## src/rtl/pixel_burst_addr_gen.sv

```systemverilog
// pixel_burst_addr_gen
// Turns each group of PIXELS_PER_GROUP output pixels into one or two AXI
// write-address commands. A 4-stage pipeline computes the start byte address.
// Groups that cross a 4 KB page are split into two commands.
// Commands are queued in a small FWFT command FIFO whose head drives the AW
// channel directly from flops.
module pixel_burst_addr_gen #(
  parameter int ADDR_W           = 32,
  parameter int COORD_W          = 16,
  parameter int STRIDE_W         = 14,
  parameter int PIXELS_PER_GROUP = 8,
  parameter int CMD_DEPTH        = 4
) (
  input  logic                clk,
  input  logic                rst,
  input  logic [1:0]          pixel_mode_i,
  input  logic [ADDR_W-1:0]   dst_addr_i,
  input  logic [STRIDE_W-1:0] pixel_stride_i,
  input  logic                pixel_valid_i,
  output logic                pixel_ready_o,
  input  logic [COORD_W-1:0]  pixel_x_i,
  input  logic [COORD_W-1:0]  pixel_y_i,
  output logic                addr_valid_o,
  input  logic                addr_ready_i,
  output logic [ADDR_W-1:0]   addr_o,
  output logic [3:0]          addr_len_o,
  output logic [1:0]          addr_first_byte_o,
  output logic                addr_last_o,
  output logic                busy_o
);

  localparam int CNT_W  = $clog2(PIXELS_PER_GROUP);
  localparam int PTR_W  = $clog2(CMD_DEPTH);
  localparam int FCNT_W = PTR_W + 1;
  localparam int XOFF_W = COORD_W + 2;
  localparam int YOFF_W = COORD_W + STRIDE_W;
  localparam int YLO_W  = COORD_W / 2;
  localparam int YHI_W  = COORD_W - YLO_W;
  localparam int PLO_W  = YLO_W + STRIDE_W;
  localparam int PHI_W  = YHI_W + STRIDE_W;
  localparam int PAGE_W = ADDR_W - 12;
  localparam int CMD_W  = ADDR_W + 4 + 2 + 1;

  localparam logic [2:0] ST_IDLE  = 3'd0;
  localparam logic [2:0] ST_MUL   = 3'd1;
  localparam logic [2:0] ST_SUM1  = 3'd2;
  localparam logic [2:0] ST_SUM2  = 3'd3;
  localparam logic [2:0] ST_EMIT  = 3'd4;
  localparam logic [2:0] ST_EMIT2 = 3'd5;

  logic [2:0]          state_r;
  logic [2:0]          state_nxt_s;
  logic [CNT_W-1:0]    grp_cnt_r;
  logic [COORD_W-1:0]  x_r;
  logic [COORD_W-1:0]  y_r;
  logic [XOFF_W-1:0]   x_off_r;
  logic [PLO_W-1:0]    pp_lo_r;
  logic [PHI_W-1:0]    pp_hi_r;
  logic [YOFF_W-1:0]   y_off_r;
  logic [ADDR_W-1:0]   hoff_r;
  logic [ADDR_W-1:0]   start_r;

  logic                pixel_ready_s;
  logic                pix_hs_s;
  logic                grp_start_s;
  logic [2:0]          bpp_s;
  logic [5:0]          group_bytes_s;
  logic [6:0]          total_s;
  logic [10:0]         line_end_s;
  logic [10:0]         b1_s;
  logic                split_s;
  logic [PAGE_W-1:0]   page_nxt_s;

  logic                push_s;
  logic                pop_s;
  logic [ADDR_W-1:0]   cmd_addr_s;
  logic [3:0]          cmd_len_s;
  logic [1:0]          cmd_fb_s;
  logic                cmd_last_s;
  logic [CMD_W-1:0]    push_data_s;

  logic [CMD_W-1:0]    fifo_mem_r [CMD_DEPTH];
  logic [FCNT_W-1:0]   fifo_cnt_r;
  logic [FCNT_W-1:0]   fifo_cnt_nxt_s;
  logic [FCNT_W-1:0]   fifo_free_s;
  logic [PTR_W-1:0]    wr_idx_s;
  logic                fifo_valid_r;

  // Handshake and group-start decode; a new group waits for the pipeline and two free slots
  always_comb begin
    fifo_free_s   = FCNT_W'(CMD_DEPTH) - fifo_cnt_r;
    pixel_ready_s = (grp_cnt_r != {CNT_W{1'b0}}) |
                    ((state_r == ST_IDLE) & (fifo_free_s >= FCNT_W'(2)));
    pix_hs_s      = pixel_valid_i & pixel_ready_s;
    grp_start_s   = pix_hs_s & (grp_cnt_r == {CNT_W{1'b0}});
  end

  // Burst sizing from the computed start address
  always_comb begin
    bpp_s         = {1'b0, pixel_mode_i} + 3'd1;
    group_bytes_s = 6'(PIXELS_PER_GROUP) * {3'b000, bpp_s};
    total_s       = (7'(start_r[1:0]) + 7'(group_bytes_s) + 7'd3) >> 2;
    line_end_s    = {1'b0, start_r[11:2]} + {4'b0000, total_s};
    split_s       = (line_end_s > 11'd1024);
    b1_s          = 11'd1024 - {1'b0, start_r[11:2]};
    page_nxt_s    = start_r[ADDR_W-1:12] + PAGE_W'(1);
  end

  // FSM next-state: fixed 4-cycle address pipeline, optional second emit for page split
  always_comb begin
    state_nxt_s = state_r;
    case (state_r)
      ST_IDLE: begin
        if (grp_start_s) begin
          state_nxt_s = ST_MUL;
        end else begin
          state_nxt_s = ST_IDLE;
        end
      end
      ST_MUL:  state_nxt_s = ST_SUM1;
      ST_SUM1: state_nxt_s = ST_SUM2;
      ST_SUM2: state_nxt_s = ST_EMIT;
      ST_EMIT: begin
        if (split_s) begin
          state_nxt_s = ST_EMIT2;
        end else begin
          state_nxt_s = ST_IDLE;
        end
      end
      ST_EMIT2: state_nxt_s = ST_IDLE;
      default:  state_nxt_s = ST_IDLE;
    endcase
  end

  // Command construction for the FIFO push in EMIT/EMIT2
  always_comb begin
    push_s     = 1'b0;
    cmd_addr_s = {ADDR_W{1'b0}};
    cmd_len_s  = 4'd0;
    cmd_fb_s   = 2'd0;
    cmd_last_s = 1'b0;
    case (state_r)
      ST_EMIT: begin
        push_s     = 1'b1;
        cmd_addr_s = {start_r[ADDR_W-1:2], 2'b00};
        cmd_fb_s   = start_r[1:0];
        if (split_s) begin
          cmd_len_s  = 4'(b1_s - 11'd1);
          cmd_last_s = 1'b0;
        end else begin
          cmd_len_s  = 4'(total_s - 7'd1);
          cmd_last_s = 1'b1;
        end
      end
      ST_EMIT2: begin
        push_s     = 1'b1;
        cmd_addr_s = {page_nxt_s, 12'h000};
        cmd_len_s  = 4'({4'b0000, total_s} - b1_s - 11'd1);
        cmd_fb_s   = 2'd0;
        cmd_last_s = 1'b1;
      end
      default: begin
        push_s = 1'b0;
      end
    endcase
    push_data_s = {cmd_addr_s, cmd_len_s, cmd_fb_s, cmd_last_s};
  end

  // FSM state and group counter
  always_ff @(posedge clk) begin
    if (rst) begin
      state_r   <= ST_IDLE;
      grp_cnt_r <= {CNT_W{1'b0}};
    end else begin
      state_r <= state_nxt_s;
      if (pix_hs_s) begin
        grp_cnt_r <= grp_cnt_r + CNT_W'(1);
      end
    end
  end

  // Address pipeline: capture, x*bpp and split y*stride, partial sums, final start
  always_ff @(posedge clk) begin
    if (rst) begin
      x_r     <= {COORD_W{1'b0}};
      y_r     <= {COORD_W{1'b0}};
      x_off_r <= {XOFF_W{1'b0}};
      pp_lo_r <= {PLO_W{1'b0}};
      pp_hi_r <= {PHI_W{1'b0}};
      y_off_r <= {YOFF_W{1'b0}};
      hoff_r  <= {ADDR_W{1'b0}};
      start_r <= {ADDR_W{1'b0}};
    end else begin
      if ((state_r == ST_IDLE) && grp_start_s) begin
        x_r <= pixel_x_i;
        y_r <= pixel_y_i;
      end
      if (state_r == ST_MUL) begin
        x_off_r <= XOFF_W'(x_r) * XOFF_W'(bpp_s);
        pp_lo_r <= PLO_W'(y_r[YLO_W-1:0]) * PLO_W'(pixel_stride_i);
        pp_hi_r <= PHI_W'(y_r[COORD_W-1:YLO_W]) * PHI_W'(pixel_stride_i);
      end
      if (state_r == ST_SUM1) begin
        hoff_r  <= dst_addr_i + ADDR_W'(x_off_r);
        y_off_r <= (YOFF_W'(pp_hi_r) << YLO_W) + YOFF_W'(pp_lo_r);
      end
      if (state_r == ST_SUM2) begin
        start_r <= hoff_r + ADDR_W'(y_off_r);
      end
    end
  end

  // FIFO occupancy and write slot; entry 0 is always the head
  always_comb begin
    pop_s = fifo_valid_r & addr_ready_i;
    case ({push_s, pop_s})
      2'b10:   fifo_cnt_nxt_s = fifo_cnt_r + FCNT_W'(1);
      2'b01:   fifo_cnt_nxt_s = fifo_cnt_r - FCNT_W'(1);
      default: fifo_cnt_nxt_s = fifo_cnt_r;
    endcase
    if (pop_s) begin
      wr_idx_s = PTR_W'(fifo_cnt_r - FCNT_W'(1));
    end else begin
      wr_idx_s = PTR_W'(fifo_cnt_r);
    end
  end

  // Shift-register command FIFO so the AW outputs come straight from flops
  always_ff @(posedge clk) begin
    if (rst) begin
      fifo_cnt_r   <= {FCNT_W{1'b0}};
      fifo_valid_r <= 1'b0;
      for (int i = 0; i < CMD_DEPTH; i++) begin
        fifo_mem_r[i] <= {CMD_W{1'b0}};
      end
    end else begin
      fifo_cnt_r   <= fifo_cnt_nxt_s;
      fifo_valid_r <= (fifo_cnt_nxt_s != {FCNT_W{1'b0}});
      for (int i = 0; i < CMD_DEPTH - 1; i++) begin
        if (pop_s) begin
          fifo_mem_r[i] <= fifo_mem_r[i+1];
        end
      end
      if (push_s) begin
        fifo_mem_r[wr_idx_s] <= push_data_s;
      end
    end
  end

  assign pixel_ready_o = pixel_ready_s;
  assign addr_valid_o  = fifo_valid_r;
  assign {addr_o, addr_len_o, addr_first_byte_o, addr_last_o} = fifo_mem_r[0];
  assign busy_o        = (state_r != ST_IDLE) | fifo_valid_r;

endmodule

```

## config.mk

```make
export PLATFORM = sky130hd
export DESIGN_NAME = pixel_burst_addr_gen
export DESIGN_NICKNAME = d
export VERILOG_FILES = /design/src/rtl/pixel_burst_addr_gen.sv
export SDC_FILE = /design/constraint.sdc
export NUM_CORES = 1
export LEC_CHECK = 0
export BUFFER_PORTS_ARGS = -buffer_cell sky130_fd_sc_hd__buf_2
export CAP_MARGIN = 25
export CORE_MARGIN = 5
export CORE_UTILIZATION = 40
export DETAILED_ROUTE_END_ITERATION = 6
export PLACE_DENSITY = 0.69
export SLEW_MARGIN = 0
export SYNTH_ARGS = -nofsm -noshare
export SYNTH_HDL_FRONTEND = slang
export SYNTH_SLANG_ARGS = --single-unit
```

## constraint.sdc

```tcl
create_clock -name clk -period 6.7 [get_ports clk]
set_clock_uncertainty 0.2 [all_clocks]
set_input_delay 2.01 -clock clk [delete_from_list [all_inputs] [get_ports clk]]
set_output_delay 2.01 -clock clk [all_outputs]
set_load 0.02 [all_outputs]
```

==> PnR_summary.wiki, run 1 <==
{| class="wikitable"
! Metric !! Value
|-
| Critical Path Fanout Max || 6
|-
| Crit end category || flip-flop
|-
| Commonest non-fill, non-tap cells in the layout || sky130_fd_sc_hd__nand2_1, sky130_fd_sc_hd__inv_1, sky130_fd_sc_hd__a21oi_1, sky130_fd_sc_hd__dfxtp_1, sky130_fd_sc_hd__and2_1
|-
| Clock tree from TritonCTS || built
|-
| FP Rows || approximately 90
|-
| Count of state elements after synthesis || 346
|-
| Global placement routability congestion || 0.8667
|-
| Global-route wire length before repair || 94320 µm
|-
| Synth Flop Type || sky130_fd_sc_hd__dfxtp_1
|-
| Core Util, Final || a little under half
|-
| Multi-input gate area in the final layout || about 15000 µm²
|-
| Routed wire per std cell || 14.40 µm
|-
| Type of origin of the critical path || input port
|-
| Gate count after technology mapping || 2887
|-
| Endpoints failing hold || 0
|-
| Final Setup Violations || 0
|-
| Core Box Area || about 63000 µm²
|-
| Critical Path Max Stage Delay || about 0.58 ns
|-
| Htree depth || 2
|-
| DIE WIDTH || 260.9 µm
|-
| Top cells by area, synth || sky130_fd_sc_hd__edfxtp_1, sky130_fd_sc_hd__dfxtp_1, sky130_fd_sc_hd__fa_1, sky130_fd_sc_hd__ha_1, sky130_fd_sc_hd__nand2_1
|-
| Max-Slew Margin vs Limit || 39.95%
|-
| Met1 track demand over resource || 22.92%
|-
| Met3 layer usage reported by global route || 2.158%
|-
| Floorplan die area || between 60000 and 70000 µm²
|-
| Peak ir drop on the vdd network || 0.2508 mV
|-
| Final critical delay including setup and external delays || 6.412 ns
|-
| Number of global-route vias before repair || 18850
|-
| Starting density of the core || approximately 40%
|-
| Maximum clock frequency || roughly 0.16 GHz
|-
| Most utilized layer in the global route result || met2
|-
| Sink Count || 346
|-
| Number of enable-type register cells in the synthesized netlist || 148
|-
| Initial antenna violation count || 3
|-
| Area of all sequential standard cells || between 8000 and 9000 µm²
|-
| Share of layout cells above drive strength 1 || between 10% and 20%
|-
| Unique cell type count in the Yosys netlist || 70
|-
| Worst Path Required || ~6.9 ns
|-
| Leakage power || 12.14 nW
|-
| Sequential cell area fraction in the yosys report || approximately a third
|-
| Total number of nets in the final design || 3428
|-
| Clock transition at the register clock pins on the worst setup and hold paths after CTS || 0.06 ns
|-
| Vias per inst || 5.019
|-
| Slowest cell on crit path || sky130_fd_sc_hd__fa_1
|-
| Number of top-level design ports || 126
|-
| Aggregate negative setup slack || 0 ns
|-
| Filler Cells Inserted || ~6200
|-
| Number of max-cap violations || 0
|-
| Commonest non-fill, non-tap cell in the layout || sky130_fd_sc_hd__nand2_1
|-
| Pwr per Cell Area || 238.6 nW/µm²
|-
| Number of detailed-route iterations in the first pass || 5
|-
| Clock buffers created by TritonCTS || 39
|-
| Category of the critical setup timing path || input port to flip-flop
|-
| Clk root buf || sky130_fd_sc_hd__clkbuf_16
|-
| Ys async rst share || 0%
|-
| Remaining Overflow, GRT || 0
|-
| Die Ht || 260.9 µm
|-
| DRC errors left || 0
|-
| Tightest Pin Transition || 0.9007 ns
|-
| Placed wire-length estimate || 42500 µm
|-
| Count of final max-slew check failures || 0
|-
| Total number of vias || 19460
|-
| Total global-route track usage || 16.50%
|-
| Number of hold buffers added after cts || 0
|-
| Clock latency reported for the late side of the worst-skew pair || roughly 0.57 ns
|-
| Total standard cell area after synthesis || 25180 µm²
|-
| Cell type with the highest occurrence count on the critical path || sky130_fd_sc_hd__fa_1
|-
| Post-CTS setup repair buffer count || 0
|-
| Maximum buffer depth of the clock tree || 3
|-
| Tcrit/Tclk final || a little over nine tenths
|-
| Detail Route Antenna Nets || 0
|-
| Total wire length after detailed routing || 55830 µm
|-
| Worst hold path class || flip-flop to flip-flop
|-
| Synthesized area per cell || 8.723 µm²
|-
| Synthesis-to-finish area growth || 12.79%
|-
| Cell type with the largest total area after synthesis || sky130_fd_sc_hd__edfxtp_1
|-
| CP Cell Sequence || buf_2, buf_4, and2_1, fa_1, fa_1, fa_1, inv_1, fa_1, inv_1, ha_1, or2_2, o311ai_0, buf_4, a21oi_1, o21ai_0, o21ai_0, xor2_1, nand2_1, a21oi_1
|-
| Arrival time at the worst endpoint || between 6 and 7 ns
|-
| Result of the run || finished clean
|-
| Buf/Inv on CP || 5
|-
| Synth top area share || 17.65%
|-
| Synth warnings || 0
|-
| Maximum number of pins on one net before global-route repair || 85
|-
| Buffers added on ports || 123
|-
| Cell class contributing the biggest share of worst-path delay || adder cells
|-
| Grt met2 use || roughly 28%
|-
| Number of DRC violations after detailed-routing iteration 0 || approximately 1000
|}
power breakdown:
group	switching (mW)	total (mW)	internal, mW	leakage (nW)
registers	0.175	2.53	2.36	3.13
logic	1.22	2.12	0.897	8.40
clock network	0.889	2.13	1.24	0.603
total	2.29	6.78	4.49	12.1
through the flow:
| step | worst slack, ns | hold slack, ns | total power, mW | area (µm²) | std cells |
|---|---|---|---|---|---|
| final | 0.2878 | 0.2541 | 6.779 | 28410 | 3877 |
| after global routing | -0.009357 | 0.2749 | 7.281 | 28400 | 3876 |
| after CTS | 0.2749 | 0.2559 | 6.856 | 28340 | 3872 |
| after detailed placement | -0.3130 | 0.2496 | 4.698 | 27050 | 3801 |
| after global placement | -0.2625 | 0.2405 | 4.659 | 27050 | 3801 |
| after floorplan | 0.02455 | 0.2291 | 4.050 | 25190 | 2888 |
layout make-up:
| cell class | count | area share [%] |
|---|---|---|
| antenna | 2 | 0.01762 |
| clock buffer | 46 | 3.528 |
| clock inverter | 25 | 0.9823 |
| inverter | 252 | 3.330 |
| multi-input combinational | 2140 | 53.89 |
| sequential | 346 | 29.60 |
| tap | 846 | 3.726 |
| timing repair buffer | 220 | 4.924 |
what timing repair did:
action,CTS,global route
endpoints found under the hold margin,0,0
endpoints found under the setup margin,0,2
gates resized for setup,0,1
synthesized netlist by cell type (11+ instances only):
cell type / n
sky130_fd_sc_hd__nand4_1: 12
sky130_fd_sc_hd__nand2_1: 437
sky130_fd_sc_hd__dfxtp_1: 198
sky130_fd_sc_hd__nor3b_1: 12
sky130_fd_sc_hd__a21o_1: 38
sky130_fd_sc_hd__o21a_1: 20
sky130_fd_sc_hd__xnor2_1: 84
sky130_fd_sc_hd__o21bai_1: 11
sky130_fd_sc_hd__buf_1: 19
sky130_fd_sc_hd__nand2b_1: 22
sky130_fd_sc_hd__nor2b_1: 16
sky130_fd_sc_hd__nor2_1: 151
sky130_fd_sc_hd__inv_1: 251
sky130_fd_sc_hd__a21oi_1: 216
sky130_fd_sc_hd__clkbuf_1: 129
sky130_fd_sc_hd__a211oi_1: 44
sky130_fd_sc_hd__fa_1: 164
sky130_fd_sc_hd__and3_1: 11
sky130_fd_sc_hd__nand3_1: 145
sky130_fd_sc_hd__and2_1: 187
sky130_fd_sc_hd__nor3_1: 37
sky130_fd_sc_hd__edfxtp_1: 148
sky130_fd_sc_hd__ha_1: 181
sky130_fd_sc_hd__or3_1: 17
sky130_fd_sc_hd__o21ai_0: 176
sky130_fd_sc_hd__xor2_1: 51
worst register-to-register path: cells and delay by family, from the launching register on:
family,cells,cell delay [ns]
xor gates and xnor gates,1,0.15
adders and majority gates,5,2.35
and+or+nand+nor,3,0.60
AOI/OAI and AO/OA,5,1.03
DFF,1,0.69
buffers and inverters,4,0.37
layer usage:
layer  vias to the layer above  share of wire, %
li1                       9906                 -
met1                      9145                47
met2                       334                47
met3                        72               4.0
met4                         0               1.8
met5                         -                 0
sequential cells by signal (all words and copies together), names as in the netlist, 16 cells and up:
name	count
pp_hi_r	22
y_r	16
pp_lo_r	22
start_r	32
x_r	16
hoff_r	32
y_off_r	30
fifo_mem_r	148
x_off_r	18
path summary, 6_finish.rpt:
kind	cells past startpoint	slack, ns	end	start
max	19	0.29	pp_lo_r[20]	pixel_stride_i[3]
min	2	0.25	pp_hi_r[9]	pp_hi_r[9]
max reg2reg	18	1.15	pp_lo_r[20]	y_r[7]
min reg2reg	2	0.25	pp_hi_r[9]	pp_hi_r[9]
logic make-up (layout without fill, tap and decap cells):
kind of cell	count (synthesis)	count (layout)	synth area share, %
compound gates	574	574	13.40
simple gates	1080	1080	20.29
mux	4	4	0.1590
flops	346	346	33.39
fa+ha+maj	345	345	22.03
buf+inv	402	543	6.021
xor+xnor	135	135	4.695
other cells	1	4	0.01489
No activity file was read; power rests on OpenSTA's default activity.
==> run 2: changes to the inputs <==
--- a/config.mk
+++ b/config.mk
@@ -7,9 +7,11 @@
 export LEC_CHECK = 0
 export BUFFER_PORTS_ARGS = -buffer_cell sky130_fd_sc_hd__buf_2
 export CAP_MARGIN = 25
+export CORE_ASPECT_RATIO = 1.25
 export CORE_MARGIN = 5
 export CORE_UTILIZATION = 40
 export DETAILED_ROUTE_END_ITERATION = 6
+export GPL_TIMING_DRIVEN = 0
 export PLACE_DENSITY = 0.69
 export SLEW_MARGIN = 0
 export SYNTH_ARGS = -nofsm -noshare
==> run 2 against run 1 <==
Against the previous run:
- power about the same
- combinational power about the same
- via count up 3.1%
- sequential share of layout area up 0.052 points
- largest power group unchanged
- highest routed layer is now met5
==> PnR_summary.wiki, run 2 (same netlist as run 1, synthesis figures left out) <==
{| class="wikitable"
! Metric !! Value
|-
| Commonest non-fill, non-tap cells in the layout || sky130_fd_sc_hd__nand2_1, sky130_fd_sc_hd__inv_1, sky130_fd_sc_hd__a21oi_1, sky130_fd_sc_hd__dfxtp_1, sky130_fd_sc_hd__and2_1
|-
| Number of global-route vias before repair || ~20000
|-
| Total number of nets in the final design || 3481
|-
| Endpoints failing hold || 0
|-
| Maximum buffer depth of the clock tree || 3
|-
| Max-Slew Margin vs Limit || 28.43%
|-
| Tcrit/Tclk final || a little over nine tenths
|-
| Number of max-cap violations || 0
|-
| Sequential power share || 36.6%
|-
| Largest register by flop count || fifo_mem_r
|-
| Category of the critical setup timing path || input port to flip-flop
|-
| Net switching fraction of the power || 34.59%
|-
| Worst hold path class || flip-flop to flip-flop
|-
| Cell type with the highest occurrence count on the critical path || sky130_fd_sc_hd__fa_1
|-
| Remaining Overflow, GRT || 0
|-
| Largest regs || fifo_mem_r x148, hoff_r x32, start_r x32
|-
| CP Cell Sequence || buf_2, buf_4, and2_1, fa_1, fa_1, fa_1, inv_1, fa_1, inv_1, ha_1, o21a_1, o21a_1, nand3_1, o21ai_2, o221ai_2, a21oi_1, a31oi_1, xnor2_1, a211oi_1
|-
| Starting density of the core || 40.52%
|-
| DRC errors left || 0
|-
| Share of layout cells above drive strength 1 || 7.303%
|-
| Type of origin of the critical path || input port
|-
| Number of detailed-route iterations in the first pass || 5
|-
| Total number of vias || 20050
|-
| Final cell count without fillers || just under 4000
|-
| Number of DRC violations after detailed-routing iteration 0 || 940
|-
| Routed wire per std cell || 16.23 µm
|-
| Final critical delay including setup and external delays || 6.506 ns
|-
| Clock latency reported for the late side of the worst-skew pair || approximately 0.56 ns
|-
| Floorplan die area || 68110 µm²
|-
| Worst Path Required || 6.91 ns
|-
| Tightest Pin Transition || 1.071 ns
|-
| RSZ-0062 raised after global routing || no
|-
| Htree depth || 2
|-
| Reported net switching power || 2.343 mW
|-
| Clk root buf || sky130_fd_sc_hd__clkbuf_16
|-
| Critical Path Max Stage Delay || 0.55 ns
|-
| Global placement routability congestion || 0.8842
|-
| DIE WIDTH || 234.4 µm
|-
| Pwr per Cell Area || approximately 240 nW/µm²
|-
| Sink Count || 346
|-
| Internal Power || 4.430 mW
|-
| Total power || about 6.8 mW
|-
| Placed wire-length estimate || around 52000 µm
|-
| FP Rows || between 100 and 150
|-
| Clock transition at the register clock pins on the worst setup and hold paths after CTS || ~0.06 ns
|-
| Result of the run || finished clean
|-
| Number of top-level design ports || around 130
|-
| Count of final max-slew check failures || 0
|-
| Global-route wire length before repair || 103000 µm
|-
| Slowest cell on crit path || sky130_fd_sc_hd__fa_1
|-
| Arrival time at the worst endpoint || about 6.7 ns
|-
| Critical Path Fanout Max || 10
|-
| Maximum clock frequency || roughly 0.15 GHz
|-
| Number of hold buffers added after cts || 0
|-
| Initial antenna violation count || 7
|-
| Max FFs per register || 148
|-
| Peak ir drop on the vdd network || approximately 0.21 mV
|-
| Maximum number of pins on one net before global-route repair || 38
|-
| Synthesis-to-finish area growth || 12.59%
|-
| Crit end category || flip-flop
|-
| Die Ht || 290.5 µm
|-
| Total wire length after detailed routing || 63560 µm
|-
| Vias per inst || approximately 5
|-
| Aggregate negative setup slack || 0 ns
|-
| Total global-route track usage || a little under a fifth
|-
| Core Box Area || 62150 µm²
|-
| Clock buffers created by TritonCTS || 39
|-
| Combinational group share of total power || 31.6%
|-
| Commonest non-fill, non-tap cell in the layout || sky130_fd_sc_hd__nand2_1
|-
| Detail Route Antenna Nets || 0
|-
| Clock network fraction of total power || 31.8%
|-
| Clock tree from TritonCTS || built
|-
| Leakage power || 11.90 nW
|-
| Core Util, Final || 45.62%
|-
| Buffers added on ports || 123
|-
| Final Setup Violations || 0
|-
| Number of placed instances, taps included || between 3000 and 4000
|}
-- run 2: power groups by stage --
stage	clock network, mW	registers (mW)	logic (mW)
after global placement	0	2.52	2.07
after floorplan	0	2.49	1.56
final	2.15	2.48	2.14
after global routing	2.27	2.50	2.45
after detailed placement	0	2.53	2.11
after CTS	2.19	2.48	2.12
-- run 2: routing by layer --
layer	global-route usage, %	part of all wire [%]	vias up
li1	-	-	10020
met5	0	0.065	-
met3	2.472	4.4	139
met4	7.464	4.0	6
met1	21.34	39	9487
met2	34.45	53	399
-- run 2: final cells by class --
type | instances | area (µm²)
Fill cell | 5984 | 33800
Multi-Input combinational cell | 2140 | 15360
Sequential cell | 346 | 8408
Tap cell | 832 | 1041
Clock buffer | 46 | 1022
Inverter | 252 | 945.9
Timing Repair Buffer | 129 | 730.7
Buffer | 144 | 578.1
Clock inverter | 24 | 259.0
Antenna cell | 4 | 10.01
-- run 2: stage by stage --
| stage | hold slack, ns | setup WS [ns] | area (µm²) |
|---|---|---|---|
| floorplan | 0.2291 | 0.02455 | 25190 |
| global placement | 0.2413 | -1.250 | 26840 |
| detailed placement | 0.2461 | -1.260 | 26930 |
| CTS | 0.2564 | 0.004775 | 28220 |
| global route | 0.2745 | 0.002034 | 28350 |
| finish | 0.2573 | 0.1943 | 28360 |
-- run 2: critical path: cells and delay by family --
family / cells / cell delay [ns]
compound gates: 7 / 1.20
buf+inv: 4 / 0.45
simple gates: 2 / 0.28
xor+xnor: 1 / 0.34
fa+ha+maj: 5 / 2.40
-- run 2: what timing repair did --
action | CTS | global route
resized for setup | 11 | 36
cloned | 0 | 0
pin swaps | 0 | 5
buffers inserted | 0 | 2
endpoints found under the setup margin | 12 | 11
-- run 2: final timing paths --
check	from	end	slack, ns	cells past startpoint
setup / recovery	pixel_stride_i[2]	pp_lo_r[21]	0.19	19
hold / removal	x_off_r[8]	x_off_r[8]	0.26	2
setup reg to reg	y_r[14]	pp_hi_r[19]	1.02	19
hold reg to reg	x_off_r[8]	x_off_r[8]	0.26	2
